`config.mk`:
```
export PLATFORM = sky130hd
export DESIGN_NAME = hex_word_tx_sequencer
export DESIGN_NICKNAME = d
export VERILOG_FILES = /design/src/rtl/hex_word_tx_sequencer.sv
export SDC_FILE = /design/constraint.sdc
export NUM_CORES = 1
export LEC_CHECK = 0
export CAP_MARGIN = 10
export CORE_ASPECT_RATIO = 1.75
export CORE_UTILIZATION = 44
export CTS_CLUSTER_DIAMETER = 40
export DETAILED_ROUTE_END_ITERATION = 6
export GPL_ROUTABILITY_DRIVEN = 0
export MAX_ROUTING_LAYER = met4
export PLACE_DENSITY_LB_ADDON = 0.1
export SLEW_MARGIN = 15
export SYNTH_ARGS = -nofsm -noshare
export SYNTH_HDL_FRONTEND = slang
export SYNTH_SLANG_ARGS = --single-unit
```
`constraint.sdc`:
```
create_clock -name clk -period 1.7 [get_ports clk]
set_input_delay 0.17 -clock clk [delete_from_list [all_inputs] [get_ports clk]]
set_output_delay 0.17 -clock clk [all_outputs]
set_load 0.01 [all_outputs]
```
`src/rtl/hex_word_tx_sequencer.sv`:
```
// -----------------------------------------------------------------------------
// hex_word_tx_sequencer
//
// Prints a parallel word as ASCII hex on a UART. The block walks the word
// one nibble at a time, most significant nibble first. Each nibble goes
// through an external nibble-to-ASCII converter. The resulting byte is handed
// to the UART TX with a start/busy handshake. When APPEND_CRLF is set, CR and
// then LF follow the last digit.
//
// Ports
//   clk         system clock, rising edge
//   rst         asynchronous active-high reset
//   word_valid  source has a word on word_data
//   word_ready  high only while idle; a word is taken when valid & ready
//   word_data   word to print (4*NIBBLES bits)
//   hex_nibble  nibble presented to the converter (top of the shift register)
//   ascii_in    converter output, combinational from hex_nibble
//   tx_data     registered byte for the UART TX
//   tx_start    one-cycle start pulse for the UART TX
//   tx_busy     UART TX busy
//   busy        high from word acceptance until the last byte's tx_busy falls
// -----------------------------------------------------------------------------
module hex_word_tx_sequencer #(
    parameter int NIBBLES     = 4,
    parameter int APPEND_CRLF = 1
) (
    input  logic                 clk,
    input  logic                 rst,
    input  logic                 word_valid,
    output logic                 word_ready,
    input  logic [4*NIBBLES-1:0] word_data,
    output logic [3:0]           hex_nibble,
    input  logic [7:0]           ascii_in,
    output logic [7:0]           tx_data,
    output logic                 tx_start,
    input  logic                 tx_busy,
    output logic                 busy
);

    localparam int W     = 4 * NIBBLES;
    localparam int TOTAL = NIBBLES + 2 * APPEND_CRLF;
    // The index has to reach NIBBLES+2, so it must hold at least NIBBLES+3 values.
    localparam int IDX_W = $clog2(NIBBLES + 3);

    typedef enum logic [1:0] {
        IDLE    = 2'd0,
        SEND    = 2'd1,
        WAIT_HI = 2'd2,
        WAIT_LO = 2'd3
    } state_t;

    state_t             state_q, state_d;
    logic [W-1:0]       shift_q, shift_d;
    logic [IDX_W-1:0]   idx_q, idx_d;
    logic [7:0]         tx_data_q, tx_data_d;
    logic               tx_start_q, tx_start_d;
    logic               busy_q, busy_d;

    logic [IDX_W-1:0]   idx_inc;
    logic [7:0]         sel_byte;

    assign idx_inc = idx_q + 1'b1;

    // The current digit comes from the converter. After the digits, the
    // index selects CR and then LF.
    always_comb begin
        sel_byte = 8'h0A;
        if (idx_q < IDX_W'(NIBBLES)) begin
            sel_byte = ascii_in;
        end else if (idx_q == IDX_W'(NIBBLES)) begin
            sel_byte = 8'h0D;
        end
    end

    // State register
    always_ff @(posedge clk or posedge rst) begin
        if (rst) begin
            state_q    <= IDLE;
            shift_q    <= '0;
            idx_q      <= '0;
            tx_data_q  <= 8'h00;
            tx_start_q <= 1'b0;
            busy_q     <= 1'b0;
        end else begin
            state_q    <= state_d;
            shift_q    <= shift_d;
            idx_q      <= idx_d;
            tx_data_q  <= tx_data_d;
            tx_start_q <= tx_start_d;
            busy_q     <= busy_d;
        end
    end

    // Next-state logic
    always_comb begin
        state_d    = state_q;
        shift_d    = shift_q;
        idx_d      = idx_q;
        tx_data_d  = tx_data_q;
        tx_start_d = 1'b0;
        busy_d     = busy_q;

        unique case (state_q)
            IDLE: begin
                if (word_valid) begin
                    shift_d = word_data;
                    idx_d   = '0;
                    busy_d  = 1'b1;
                    state_d = SEND;
                end
            end
            SEND: begin
                // Hold off while the TX is still busy, including a busy that
                // was already high when the state was entered.
                if (!tx_busy) begin
                    tx_data_d  = sel_byte;
                    tx_start_d = 1'b1;
                    state_d    = WAIT_HI;
                end
            end
            WAIT_HI: begin
                if (tx_busy) begin
                    state_d = WAIT_LO;
                end
            end
            WAIT_LO: begin
                if (!tx_busy) begin
                    idx_d   = idx_inc;
                    shift_d = shift_q << 4;
                    if (idx_inc < IDX_W'(TOTAL)) begin
                        state_d = SEND;
                    end else begin
                        busy_d  = 1'b0;
                        state_d = IDLE;
                    end
                end
            end
            default: state_d = IDLE;
        endcase
    end

    // Output logic
    always_comb begin
        word_ready = (state_q == IDLE);
        hex_nibble = shift_q[W-1 -: 4];
        tx_data    = tx_data_q;
        tx_start   = tx_start_q;
        busy       = busy_q;
    end

endmodule

```
==> impl_summary.txt <==
----------------------------------------------------
[STA]
  Max Fclk ... 0.601 GHz
  Final setup violation count ... 0
  Total count of hold-check failures in the final report ... 0
  Final min period ... 1.66 ns
  Final worst clock skew ... 0.00279 ns
  Worst-margin pin slew ... 0.421 ns
  RSZ-0062 raised after global routing ... true
  Fraction of the cycle the final worst path needs ... 0.978
  Max Transition Viols Final ... 0
  Headroom to the max-slew limit ... 0.719

[Clock tree]
  Clock latency on the worst-skew pair ... 0.28 ns
  Worst-path clk slew ... 0.06 ns
  CTS Buf Count ... 5
  Count of hold buffers inserted by post-cts repair ... 0
  CTS Root Buffer Type ... sky130_fd_sc_hd__clkbuf_8
  CTS tree ... done
  Number of levels in the clock H-tree ... 2
  Max Buffers Root-to-Sink ... 2
  Clock net sink count ... 31

[Layout]
  Antenna diode count ... 0
  Net count reported at finish ... 234
  Fill cell instance count of the final layout ... 292
  Layout cell share with drive strength beyond 1 ... 0.260
  Final standard cell area without fillers ... 2340 µm²
  Relative area change from synthesis to final layout ... 39.8%

[Detailed routing]
  Detailed-route DRC error count ... 0
  Remaining antenna violation count after routing ... 0
  Vias per inst ... 4.97
  Total detailed-routing wirelength ... 3370 µm
  Avg WL per Cell ... 13.7 µm
  Via count ... 1223
  First DRT Iteration DRCs ... 13
  Pre-antenna DRT Iters ... 4

[Floorplanning]
  Die Outline Area ... 4070 µm²
  Die Width ... 48.7 µm
  Ports ... 43
  Placeable Area ... 3630 µm²
  Die height ... 83.7 µm
  Initial Util ... 0.462
  Total number of placement rows ... 29

[Power]
  Power density over cell area ... 1780 nW/µm²
  Fraction of power consumed by combinational cells ... 0.551
  Cell internal power dissipation ... 2.79 mW
  Peak VDD IR ... 1.07 mV
  Leakage component of the power ... 1.06 nW
  Net switching power ... 1.38 mW
  Sequential Power Share ... 0.313
  Sw frac ... 0.331
  Clock power frac ... 0.135
  Final total power ... 4.17 mW

[Worst setup path]
  Required time reported for the critical path endpoint ... 1.86 ns
  Critical Path Start Type ... register
  Arrival time at the worst endpoint ... 1.82 ns
  Type of the worst setup path ... register to register
  Type of element capturing the critical path ... register
  Critical-path maximum fanout ... 14

[Yosys]
  Share of Yosys cell area claimed by the top area cell type ... 0.463
  Leading post-synthesis cells by cell area ... sky130_fd_sc_hd__dfrtp_1, sky130_fd_sc_hd__mux2_2, sky130_fd_sc_hd__mux2_4, sky130_fd_sc_hd__ha_1, sky130_fd_sc_hd__mux2i_1
  EDFF count, synth ... 0
  Area leader, netlist ... sky130_fd_sc_hd__dfrtp_1
  Number of standard cells after synthesis ... 149
  Flip-flop and latch count after synthesis ... 31
  Unique masters post-synth ... 26
  Mapped cell area ... 1680 µm²
  Main flop type after synthesis ... sky130_fd_sc_hd__dfrtp_1
  Net count after synthesis ... 183
  Ys async rst share ... 1.00
  Share of the yosys chip area belonging to registers ... 0.463
  Synth warn ... 0
  Average cell area after synthesis ... 11.3 µm²

[GRT]
  Remaining Overflow, GRT ... 0
  Global-route usage over all layers ... 0.190
  Wire length of the first global-routing pass ... 5730 µm
  Pin count of the biggest net entering global routing ... 32
  Antenna violations before repair ... 0
  Number of global-route vias before repair ... 1279

[Worst hold path]
  Worst min-delay path category ... input port to async pin

[Placed design]
  Number of buffers inserted by port buffering ... 42
  DP HPWL ... 2650 µm
  Placed Instance Area ... 2230 µm²

[Run status]
  Status ... complete, no violations

[Run]
  Max-cap violations ... 0

----------------------------------------------------
-- placed cells by master (no fill, tap or decap), types with 2 or more instances in the layout --
master                            Yosys  final
sky130_fd_sc_hd__a21oi_1              4      4
sky130_fd_sc_hd__inv_2                0      2
sky130_fd_sc_hd__nand2b_1             7      7
sky130_fd_sc_hd__nand2_1             11     11
sky130_fd_sc_hd__ha_1                 6      4
sky130_fd_sc_hd__mux2i_1              6      5
sky130_fd_sc_hd__buf_4                4     11
sky130_fd_sc_hd__mux2_4              10     10
sky130_fd_sc_hd__mux2_2              14     14
sky130_fd_sc_hd__nor2b_1              5      5
sky130_fd_sc_hd__buf_12               0      3
sky130_fd_sc_hd__nor2_1               3      3
sky130_fd_sc_hd__o2bb2ai_1            4      4
sky130_fd_sc_hd__inv_1                9      7
sky130_fd_sc_hd__o21ai_0             12     11
sky130_fd_sc_hd__a31oi_1              7      7
sky130_fd_sc_hd__clkbuf_8             0      6
sky130_fd_sc_hd__dfrtp_1             31     31
sky130_fd_sc_hd__clkdlybuf4s50_1      0     41
-- critical path, stage by stage (launching register included) --
cell                      delay (ns)
sky130_fd_sc_hd__dfrtp_1        0.41
sky130_fd_sc_hd__inv_2          0.08
sky130_fd_sc_hd__ha_4           0.18
sky130_fd_sc_hd__buf_4          0.18
sky130_fd_sc_hd__or4_1          0.47
sky130_fd_sc_hd__o22a_1         0.23
-- registers in the layout (all words and copies together), names as in the netlist --
signal	flops
tx_start	1
tx_data	8
idx_q	3
busy	1
shift_q	16
state_q	2
-- layout make-up --
class	count	area, µm²	area share
Tap cell	46	57.6	0.0246
Sequential cell	31	776	0.331
Clock buffer	6	82.6	0.0352
Multi-Input combinational cell	97	827	0.353
Timing Repair Buffer	56	562	0.240
Inverter	9	33.8	0.0144
Clock inverter	1	5.00	0.00214
-- Yosys cell counts, types with 5 or more instances --
| master | number |
|---|---|
| sky130_fd_sc_hd__mux2_4 | 10 |
| sky130_fd_sc_hd__nor2b_1 | 5 |
| sky130_fd_sc_hd__buf_2 | 5 |
| sky130_fd_sc_hd__a31oi_1 | 7 |
| sky130_fd_sc_hd__nand2_1 | 11 |
| sky130_fd_sc_hd__dfrtp_1 | 31 |
| sky130_fd_sc_hd__ha_1 | 6 |
| sky130_fd_sc_hd__mux2i_1 | 6 |
| sky130_fd_sc_hd__o21ai_0 | 12 |
| sky130_fd_sc_hd__mux2_2 | 14 |
| sky130_fd_sc_hd__inv_1 | 9 |
| sky130_fd_sc_hd__nand2b_1 | 7 |
-- power by group through the flow --
| stage | combinational, mW | clock [mW] | sequential (mW) |
|---|---|---|---|
| finish | 2.30 | 0.565 | 1.31 |
| global route | 2.49 | 0.619 | 1.36 |
| CTS | 2.28 | 0.591 | 1.31 |
| detailed placement | 2.26 | 0 | 1.32 |
| global placement | 2.20 | 0 | 1.30 |
| floorplan | 1.49 | 0 | 1.29 |
-- cells by family after synthesis --
| logic type | count (synthesis) | synth area share |
|---|---|---|
| XOR/XNOR | 1 | 0.00522 |
| flip-flops | 31 | 0.463 |
| multiplexers | 30 | 0.219 |
| adder cells (fa/ha/maj) | 6 | 0.0448 |
| AND/OR/NAND/NOR | 28 | 0.0843 |
| buffers and inverters | 21 | 0.0642 |
| AO/OA/AOI/OAI | 32 | 0.119 |
-- path summary, 6_finish.rpt --
kind / from / endpoint / cells after the start / slack [ns]
worst max-delay path: state_q[0] / state_q[0] / 5 / 0.04
worst min-delay path: rst / tx_start / 3 / 0.27
worst max register to register: state_q[0] / state_q[0] / 5 / 0.04
worst min register to register: tx_data[4] / tx_data[4] / 2 / 0.48
max in group asynchronous: rst / idx_q[0] / 3 / 1.15
min in group clk: ascii_in[6] / tx_data[6] / 3 / 0.46
-- repair_timing --
item | in CTS | in global routing
setup endpoints to repair | 12 | 18
hold endpoints to repair | 0 | 0
resized for setup | 3 | 3
buffers inserted | 0 | 2
cloned | 0 | 0
-- per-stage QoR --
stage | setup slack [ns] | std cells | utilization | hold slack (ns) | setup TNS [ns]
floorplan | 0.00477 | 149 | - | 0.274 | 0
global placement | 0.00792 | 237 | 0.616 | 0.462 | 0
detailed placement | -0.0459 | 237 | 0.616 | 0.469 | -0.404
CTS | 0.00189 | 244 | 0.641 | 0.281 | 0
global route | -0.0157 | 246 | 0.646 | 0.334 | -0.0904
finish | 0.0371 | 246 | 0.646 | 0.270 | 0
-- routing by layer --
metal	routed length, µm	GRT usage
met4	71	0.0909
met3	129	0.0383
met1	1250	0.183
met5	0	-
met2	1930	0.351
Note: power is estimated with default switching activity, not from simulation.
